`src/rtl/regfile_write_arbiter_pkg.sv`:
```
// Shared definitions for the register-file write arbiter: default
// geometry of the register file and the controller state encoding.
package regfile_write_arbiter_pkg;

  localparam int ADDR_W_DEF = 5;
  localparam int DATA_W_DEF = 32;
  localparam int NREG_DEF   = 32;

  typedef enum logic {
    ARB   = 1'b0,
    CLEAR = 1'b1
  } arb_state_e;

endpackage

```
`src/rtl/regfile_write_arbiter_rr_arb2.sv`:
```
// Two-way round-robin grant selection. Purely combinational; the caller
// owns the pointer register and registers the resulting grant.
// ptr = 0 favours request 0 on a tie, ptr = 1 favours request 1.
module rr_arb2 (
  input  logic [1:0] req,
  input  logic       ptr,
  output logic [1:0] gnt
);

  // One-hot grant: a lone requester always wins, a tie goes to ptr.
  always_comb begin
    gnt = 2'b00;
    if (req[0] && req[1]) begin
      gnt = ptr ? 2'b10 : 2'b01;
    end else if (req[0]) begin
      gnt = 2'b01;
    end else if (req[1]) begin
      gnt = 2'b10;
    end
  end

endmodule

```
`src/rtl/regfile_write_arbiter.sv`:
```
// Write-port controller for the register file. Two requesters share the
// write port under round-robin arbitration; a clear request sweeps zeros
// through every register and takes priority over both requesters.
//
//   state | meaning
//   ------+-------------------------------------------------------------
//   ARB   | arbitrate req0/req1, or start a clear sweep on clr_start
//   CLEAR | present one zero write per cycle until the last register
//
// All outputs are registered; a grant decided at one edge is visible,
// together with the matching write, for exactly the following cycle.
module regfile_write_arbiter
  import regfile_write_arbiter_pkg::*;
#(
  parameter int ADDR_W = ADDR_W_DEF,
  parameter int DATA_W = DATA_W_DEF,
  parameter int NREG   = NREG_DEF
) (
  input  logic              clk,
  input  logic              Reset,
  input  logic              req0,
  input  logic [ADDR_W-1:0] addr0,
  input  logic [DATA_W-1:0] data0,
  output logic              gnt0,
  input  logic              req1,
  input  logic [ADDR_W-1:0] addr1,
  input  logic [DATA_W-1:0] data1,
  output logic              gnt1,
  input  logic              clr_start,
  output logic              busy,
  output logic              clr_done,
  output logic              Write_Reg,
  output logic [ADDR_W-1:0] W_Addr,
  output logic [DATA_W-1:0] W_Data
);

  localparam logic [ADDR_W-1:0] LAST_ADDR = ADDR_W'(NREG - 1);

  arb_state_e        state;
  logic [ADDR_W-1:0] clr_cnt;
  logic              rr_ptr;
  logic [1:0]        elig;
  logic [1:0]        arb_gnt;

  // A requester whose grant is showing this cycle is not eligible again
  // until the next cycle, so a lone requester gets at most every other
  // slot while two alternating requesters can fill every slot.
  assign elig = {req1 & ~gnt1, req0 & ~gnt0};

  rr_arb2 u_rr_arb2 (
    .req (elig),
    .ptr (rr_ptr),
    .gnt (arb_gnt)
  );

  // Controller FSM: arbitration, clear sweep and all registered outputs.
  always_ff @(posedge clk) begin
    if (Reset) begin
      state     <= ARB;
      clr_cnt   <= '0;
      rr_ptr    <= 1'b0;
      gnt0      <= 1'b0;
      gnt1      <= 1'b0;
      busy      <= 1'b0;
      clr_done  <= 1'b0;
      Write_Reg <= 1'b0;
      W_Addr    <= '0;
      W_Data    <= '0;
    end else begin
      gnt0      <= 1'b0;
      gnt1      <= 1'b0;
      busy      <= 1'b0;
      clr_done  <= 1'b0;
      Write_Reg <= 1'b0;
      case (state)
        ARB: begin
          if (clr_start) begin
            // Register 0 is presented right away so the sweep starts the
            // cycle after clr_start; the counter therefore resumes at 1.
            state     <= CLEAR;
            clr_cnt   <= ADDR_W'(1);
            busy      <= 1'b1;
            Write_Reg <= 1'b1;
            W_Addr    <= '0;
            W_Data    <= '0;
          end else if (arb_gnt[0]) begin
            gnt0      <= 1'b1;
            rr_ptr    <= 1'b1;
            Write_Reg <= 1'b1;
            W_Addr    <= addr0;
            W_Data    <= data0;
          end else if (arb_gnt[1]) begin
            gnt1      <= 1'b1;
            rr_ptr    <= 1'b0;
            Write_Reg <= 1'b1;
            W_Addr    <= addr1;
            W_Data    <= data1;
          end
          // With no grant W_Addr/W_Data keep their last values.
        end
        CLEAR: begin
          busy      <= 1'b1;
          Write_Reg <= 1'b1;
          W_Addr    <= clr_cnt;
          W_Data    <= '0;
          if (clr_cnt == LAST_ADDR) begin
            // Final write of the sweep; stop here rather than wrapping.
            clr_done <= 1'b1;
            clr_cnt  <= '0;
            state    <= ARB;
          end else begin
            clr_cnt <= clr_cnt + ADDR_W'(1);
          end
        end
        default: state <= ARB;
      endcase
    end
  end

  // The write port has a single owner per cycle.
  a_gnt_exclusive : assert property (@(posedge clk) !(gnt0 && gnt1));

  // Every grant or sweep cycle carries a write.
  a_gnt_writes : assert property (@(posedge clk) (gnt0 || gnt1 || busy) |-> Write_Reg);

endmodule

```
`config.mk`:
```
export PLATFORM = sky130hd
export DESIGN_NAME = regfile_write_arbiter
export DESIGN_NICKNAME = d
export VERILOG_FILES = /design/src/rtl/regfile_write_arbiter_pkg.sv /design/src/rtl/regfile_write_arbiter_rr_arb2.sv /design/src/rtl/regfile_write_arbiter.sv
export SDC_FILE = /design/constraint.sdc
export NUM_CORES = 1
export LEC_CHECK = 0
export BUFFER_PORTS_ARGS = -buffer_cell sky130_fd_sc_hd__buf_2
export CAP_MARGIN = 20
export CELL_PAD_IN_SITES_DETAIL_PLACEMENT = 0
export CELL_PAD_IN_SITES_GLOBAL_PLACEMENT = 1
export CORE_MARGIN = 5
export CORE_UTILIZATION = 32
export DETAILED_ROUTE_END_ITERATION = 10
export PLACE_DENSITY_LB_ADDON = 0.3
export REMOVE_ABC_BUFFERS = 1
export SYNTH_ARGS = -nofsm -noshare
export SYNTH_HDL_FRONTEND = slang
export SYNTH_HIERARCHICAL = 1
export SYNTH_SLANG_ARGS = --single-unit
```
`constraint.sdc`:
```
create_clock -name clk -period 1.8 [get_ports clk]
set_input_delay 0.18 -clock clk [delete_from_list [all_inputs] [get_ports clk]]
set_output_delay 0.18 -clock clk [all_outputs]
set_load 0.02 [all_outputs]
```
; ---- Word level (Yosys, flattened, before mapping)
; Index checks and enable logic that the tools add are counted.
[totals]
regBits = 49
out_inout_bits = 42
input_bits = 79
[op_classes]
n_bitwise = 6
mux = 27
addsub = 1
eq_ne = 3
n_reduce_logical = 6
[ops]
columns = operator, n
row1 = 32-bit 2-to-1 mux, 3
row2 = 32-bit case mux with 2 select lines, 1
row3 = 5-bit 2-to-1 mux, 5
row4 = 5-bit case mux with 2 select lines, 2
row5 = 1-bit 2-to-1 mux, 9
row6 = 2-bit 2-to-1 mux, 4
row7 = 1-bit case mux with 2 select lines, 3
row8 = "5-bit by 1-bit adder with 5-bit output, second input constant", 1
row9 = "5-bit equality test, second input constant", 1
row10 = "4-bit inequality test, second input constant", 1
row11 = 1-bit inverter, 4
row12 = 4-bit OR reduction, 1
row13 = 3-bit AND reduction, 1
row14 = 3-bit OR reduction, 1
row15 = 1-bit AND, 2
row16 = "2-bit inequality test, second input constant", 1
row17 = 2-bit nonzero test, 1
row18 = 2-bit OR reduction, 1
row19 = 1-bit logical AND, 1

; ---- Depth between registers and ports, before layout
[depth]
word_depth = 9
depth_mapped = 7
ltp_nobuf = 6

; ---- Hierarchy
; Netlist, hierarchy kept.
[by_module_without_submodules]
columns = module, area_each_um2, n_inst, cells_each, seq_area_each_um2
row1 = regfile_write_arbiter, 2393.5, 1, 266, 980.9
row2 = rr_arb2, 18.8, 1, 3, 0.0

; ---- Worst setup path before layout
; OpenSTA, ideal clock, no wires.
[synth_timing]
path_kind = flip-flop to flip-flop
startpoint = register gnt0
endpoint = register W_Data[1]
path_buffers = 2
period_less_slack_ns = 1.779
setup_ns = 0.132
setup_slack_ns = 0.021
stages_incl_launch_ff = 8
arrival_time_ns = 1.647
path_cell_list = dfxtp_1 -> nor2b_1 -> a21boi_1 -> buf_4 -> buf_4 -> mux2_2 -> nand3_1 -> a21oi_2
[synth_via]
elab_chain_len = 7
[synth_rtl]
columns = item, line_no
row1 = from (decl), regfile_write_arbiter.sv:24  ; output logic gnt0,
row2 = from (signal assigned), regfile_write_arbiter.sv:62  ; gnt0 <= 1'b0;
row3 = from (signal assigned), regfile_write_arbiter.sv:70  ; gnt0 <= 1'b0;
row4 = from (signal assigned), regfile_write_arbiter.sv:87  ; gnt0 <= 1'b1;
row5 = 1-bit inverter *, regfile_write_arbiter.sv:48  ; assign elig = {req1 & ~gnt1, req0 & ~gnt0};
row6 = 1-bit AND *, regfile_write_arbiter.sv:48
row7 = named net elig[0], regfile_write_arbiter.sv:42  ; logic [1:0] elig;
row8 = 2-bit 2-to-1 mux / 1-bit logical AND (equally long branches), "regfile_write_arbiter_rr_arb2.sv:15, regfile_write_arbiter_rr_arb2.sv:13"
row9 = 2-bit 2-to-1 mux *, regfile_write_arbiter_rr_arb2.sv:13  ; if (req[0] && req[1]) begin
row10 = named net arb_gnt[0], regfile_write_arbiter.sv:43  ; logic [1:0] arb_gnt;
row11 = 32-bit 2-to-1 mux, regfile_write_arbiter.sv:86  ; end else if (arb_gnt[0]) begin
row12 = 32-bit 2-to-1 mux, regfile_write_arbiter.sv:77  ; if (clr_start) begin
row13 = 32-bit case mux with 2 select lines, regfile_write_arbiter.sv:75  ; case (state)
row14 = to (signal assigned), regfile_write_arbiter.sv:91  ; W_Data <= data0;
row15 = to (signal assigned), regfile_write_arbiter.sv:97  ; W_Data <= data1;
row16 = to (decl), regfile_write_arbiter.sv:34  ; output logic [DATA_W-1:0] W_Data
; The timed path passes the listed nets; every way through them passes the cells marked *.
; A chain may end at the register's enable or synchronous reset.

; ---- Worst setup path in the final report
[layout_timing]
startpoint = register clr_cnt[0]
endpoint = register clr_cnt[3]
[layout_via]
elab_chain_len = 3
[layout_rtl]
columns = item, line_no
row1 = from (decl), regfile_write_arbiter.sv:40  ; logic [ADDR_W-1:0] clr_cnt;
row2 = from (signal assigned), regfile_write_arbiter.sv:112  ; clr_cnt <= clr_cnt + ADDR_W'(1);
row3 = 5-bit by 1-bit adder with 5-bit output / 5-bit equality test (equally long branches), "regfile_write_arbiter.sv:112, regfile_write_arbiter.sv:106"
row4 = 5-bit 2-to-1 mux *, regfile_write_arbiter.sv:106  ; if (clr_cnt == LAST_ADDR) begin
row5 = 5-bit case mux with 2 select lines *, regfile_write_arbiter.sv:75
; Every way passes the cells marked *; elsewhere a longest branch is shown, timed or not.

==> flow_summary.html <==
<table>
<tr><th>Metric</th><th>Value</th></tr>
<tr><th colspan="2">Run status</th></tr>
<tr><td>Status</td><td>finished clean</td></tr>
<tr><th colspan="2">Synthesis</th></tr>
<tr><td>Post-synth top flop</td><td>sky130_fd_sc_hd__dfxtp_1</td></tr>
<tr><td>Number of enable flip-flop cells after synthesis</td><td>0</td></tr>
<tr><td>Mean Syn Cell Area</td><td>8.968 um^2</td></tr>
<tr><td>Combined area of all synthesized cells</td><td>between 0.002 and 0.0025 mm^2</td></tr>
<tr><td>Yosys synthesis warning count</td><td>6</td></tr>
<tr><td>Asr flop ratio synth</td><td>0</td></tr>
<tr><td>Sequential element share of the synthesized area</td><td>0.4066</td></tr>
<tr><td>Post-synthesis cell type count</td><td>35</td></tr>
<tr><td>Top cell type by total area after synthesis</td><td>sky130_fd_sc_hd__dfxtp_1</td></tr>
<tr><td>Number of instances in the synthesized netlist</td><td>roughly 270</td></tr>
<tr><td>Proportion of netlist area held by the largest area contributor</td><td>0.4066</td></tr>
<tr><td>#FFs+latches synth</td><td>49</td></tr>
<tr><td>Area contributors post-synth</td><td>sky130_fd_sc_hd__dfxtp_1 41%, sky130_fd_sc_hd__mux2_2 15%, sky130_fd_sc_hd__nand3_1 7.1%, sky130_fd_sc_hd__a21oi_1 6.6%, sky130_fd_sc_hd__nand2_1 5.4%</td></tr>
<tr><th colspan="2">CTS</th></tr>
<tr><td>Worst-skew pair later-pin latency</td><td>0.30 ns</td></tr>
<tr><td>Clock tree sinks</td><td>49</td></tr>
<tr><td>Number of hold buffers added after CTS</td><td>0</td></tr>
<tr><td>Depth of the CTS H-tree</td><td>2</td></tr>
<tr><td>Worst-case clock buffer depth</td><td>2</td></tr>
<tr><td>Cell at the root of the clock tree</td><td>sky130_fd_sc_hd__clkbuf_8</td></tr>
<tr><td>TritonCTS clock tree</td><td>built</td></tr>
<tr><td>Clock-pin slew reported for the worst setup and hold paths after clock tree synthesis</td><td>around 0.09 ns</td></tr>
<tr><td>Clock buffers created by TritonCTS</td><td>5</td></tr>
<tr><th colspan="2">Placement</th></tr>
<tr><td>Final weighted congestion of routability-driven global placement</td><td>approximately 0.76</td></tr>
<tr><td>Placed wire-length estimate after detailed placement</td><td>~4.7 mm</td></tr>
<tr><td>Placed Area</td><td>0.003138 mm^2</td></tr>
<tr><td># port buffers</td><td>120</td></tr>
<tr><th colspan="2">Setup path</th></tr>
<tr><td>Required time worst endpoint</td><td>2.03 ns</td></tr>
<tr><td>Kind of start point of the critical path</td><td>register</td></tr>
<tr><td>Largest fanout on the critical path</td><td>5</td></tr>
<tr><td>Crit Path Class</td><td>register to register</td></tr>
<tr><td>FF-to-FF setup slack</td><td>around 0.12 ns</td></tr>
<tr><td>CP Data Arrival Time</td><td>around 1.9 ns</td></tr>
<tr><td>Crit path capture type</td><td>register</td></tr>
<tr><th colspan="2">Cells and area</th></tr>
<tr><td>Final design instance area without fill</td><td>~0.0032 mm^2</td></tr>
<tr><td>Share of post-route cells with drive strength above 1</td><td>0.4804</td></tr>
<tr><td>Total number of nets in the final design</td><td>roughly 470</td></tr>
<tr><td>Syn-to-layout area delta</td><td>34.34%</td></tr>
<tr><td>Final core utilization</td><td>0.4444</td></tr>
<tr><td>Leading cell type in the layout, fill and taps excluded</td><td>sky130_fd_sc_hd__buf_2</td></tr>
<tr><td>Diodes inserted</td><td>0</td></tr>
<tr><td>Most frequent cells in the layout</td><td>120 x sky130_fd_sc_hd__buf_2, 48 x sky130_fd_sc_hd__dfxtp_1, 35 x sky130_fd_sc_hd__nand2_1</td></tr>
<tr><th colspan="2">Floorplan</th></tr>
<tr><td>Count of standard-cell rows</td><td>31</td></tr>
<tr><td>Die Wd</td><td>96.83 um</td></tr>
<tr><td>Number of placed I/O pins</td><td>121</td></tr>
<tr><td>Placeable core area</td><td>0.007292 mm^2</td></tr>
<tr><td>Die footprint</td><td>0.009375 mm^2</td></tr>
<tr><td>Initial Util</td><td>0.3308</td></tr>
<tr><td>Die boundary height</td><td>96.83 um</td></tr>
<tr><th colspan="2">Power</th></tr>
<tr><td>Share of power burned in combinational logic</td><td>0.220</td></tr>
<tr><td>Int Power</td><td>1.688 mW</td></tr>
<tr><td>Power share of the clock group</td><td>0.284</td></tr>
<tr><td>Sequential Power Share</td><td>0.496</td></tr>
<tr><td>Power per cell area</td><td>roughly 720 mW/mm^2</td></tr>
<tr><td>Net load switching power</td><td>0.6512 mW</td></tr>
<tr><td>Static Leak</td><td>1.414 nW</td></tr>
<tr><td>Worst vdd rail ir drop</td><td>0.0002868 V</td></tr>
<tr><td>Sw Ratio</td><td>0.2784</td></tr>
<tr><td>Overall power of the completed layout</td><td>2.339 mW</td></tr>
<tr><th colspan="2">Global route</th></tr>
<tr><td>Vias in the first global route</td><td>2,294</td></tr>
<tr><td>First-pass GRT wire length</td><td>11.02 mm</td></tr>
<tr><td>Grt total ovfl</td><td>0</td></tr>
<tr><td>Global router's overall resource usage</td><td>0.1382</td></tr>
<tr><td>Pin count of the biggest net entering global routing</td><td>34</td></tr>
<tr><td>Antenna violations before repair</td><td>0</td></tr>
<tr><th colspan="2">Timing</th></tr>
<tr><td>Final hold slack</td><td>0.2273 ns</td></tr>
<tr><td>Final critical delay including setup and external delays</td><td>roughly 1.7 ns</td></tr>
<tr><td>Setup repair after global routing missed its margin</td><td>no</td></tr>
<tr><td>Highest attainable clock frequency</td><td>0.5939 GHz</td></tr>
<tr><td>Pins over their slew limit</td><td>0</td></tr>
<tr><td>Share of the clock period used by the worst path</td><td>0.9354</td></tr>
<tr><td>Number of endpoints failing setup at the final stage</td><td>0</td></tr>
<tr><td>Transition at the pin with the smallest max-transition slack</td><td>around 0.63 ns</td></tr>
<tr><td>Maximum clock skew at final layout</td><td>~0.005 ns</td></tr>
<tr><td>Rel. slew slack</td><td>0.5779</td></tr>
<tr><td>Final Hold Vio Count</td><td>0</td></tr>
<tr><th colspan="2">Detailed routing</th></tr>
<tr><td>Number of design rule violations left after detail routing</td><td>0</td></tr>
<tr><td>Vias per std cell</td><td>about 4.7</td></tr>
<tr><td>Post-detailed-route count of antenna-violating nets</td><td>0</td></tr>
<tr><td>Post-detailed-route wirelength per cell</td><td>roughly 13 um</td></tr>
<tr><td>Number of detailed-route iterations in the first pass</td><td>4</td></tr>
<tr><td>Number of DRC markers in iteration 0</td><td>54</td></tr>
<tr><td>Total via count in the routed design</td><td>2,266</td></tr>
<tr><td>Post-Route WL</td><td>between 6 and 7 mm</td></tr>
<tr><th colspan="2">Job</th></tr>
<tr><td>Max-cap violations</td><td>0</td></tr>
<tr><th colspan="2">Worst hold path</th></tr>
<tr><td>Tightest Hold Check Type</td><td>input pin to register</td></tr>
</table>
==> power groups by stage <==
stage                     Sequential [mW]  Combinational (mW)  Clock [mW]
final                                1.16               0.516       0.665
after global routing                 1.17               0.572       0.738
after CTS                            1.16               0.522       0.708
after detailed placement             1.18               0.520           0
after global placement               1.18               0.521           0
after floorplan                      1.23               0.229           0
==> sequential cells by signal, summed over array words and instances, names as in the netlist <==
signal / flops
W_Addr: 5
W_Data: 32
Write_Reg: 1
busy: 1
clr_cnt: 5
clr_done: 1
gnt0: 1
gnt1: 1
rr_ptr: 1
state: 1
==> stage by stage <==
stage / TNS, ns / worst slack (ns) / std cells
2_1_floorplan: -74.36 / -1.962 / 245
3_3_place_gp: 0 / 0.1036 / 475
3_5_place_dp: 0 / 0.03982 / 475
4_1_cts: 0 / 0.02033 / 482
5_1_grt: 0 / 0.01055 / 482
6_report: 0 / 0.1162 / 482
==> critical path, cell delays in order, from the launching register on <==
cell and delay, ns:
sky130_fd_sc_hd__dfxtp_2 0.35, sky130_fd_sc_hd__ha_1 0.23, sky130_fd_sc_hd__and3_1 0.21, sky130_fd_sc_hd__ha_2 0.19
sky130_fd_sc_hd__nand2b_1 0.15, sky130_fd_sc_hd__or3_1 0.36, sky130_fd_sc_hd__a31oi_1 0.12
==> cells in the mapped netlist (all sizes together), types with 2 or more instances <==
master and n:
a21boi 2, a21oi 36, a32oi 5, buf 19
clkbuf 5, dfxtp 49, ha 3, mux2 32
nand2 35, nand2b 6, nand3 34, nor2 13
nor2b 3, nor3 5, nor3b 3, or3b 5
==> area by class of cell <==
class                   count  area (um^2)
fillers                   785         4051
clock inverters             1        7.507
inverters                   1        3.754
multi-input cells         195         1295
flip-flops and latches     49        982.2
well taps                  99        123.9
repair buffers            131        745.7
clock buffers               6        82.58
==> metal layers <==
metal | up-vias | wire [um] | part of all wire | global-route usage
met1 | 1015 | 2852 | 0.44 | 0.1675
met3 | 12 | 410 | 0.064 | 0.03741
li1 | 1168 | - | - | -
met5 | - | 0 | 0 | 0
met4 | 0 | 168 | 0.026 | 0.05616
met2 | 71 | 3021 | 0.47 | 0.2309
==> cells by family (layout without fill, tap and decap cells) <==
group / Yosys count / in the layout / synth area share
buf+inv: 25 / 139 / 0.06587
compound gates: 48 / 48 / 0.1208
simple gates: 112 / 112 / 0.2417
mux: 32 / 32 / 0.1494
fa+ha+maj: 3 / 3 / 0.01556
flops: 49 / 49 / 0.4066
==> repair_timing <==
action                                  CTS  global route
endpoints found under the hold margin     0             0
endpoints found under the setup margin    0             6
buffers inserted                          0             0
resized for setup                         0             5
==> path summary, 6_finish.rpt <==
kind | startpoint | to | cells after the start
worst min register to register | W_Data[8] | W_Data[8] | 2
worst max register to register | clr_cnt[0] | clr_cnt[3] | 6
worst min-delay path | clr_start | gnt0 | 2
worst max-delay path | clr_cnt[0] | clr_cnt[3] | 6
Note: power is estimated with default switching activity, not from simulation.
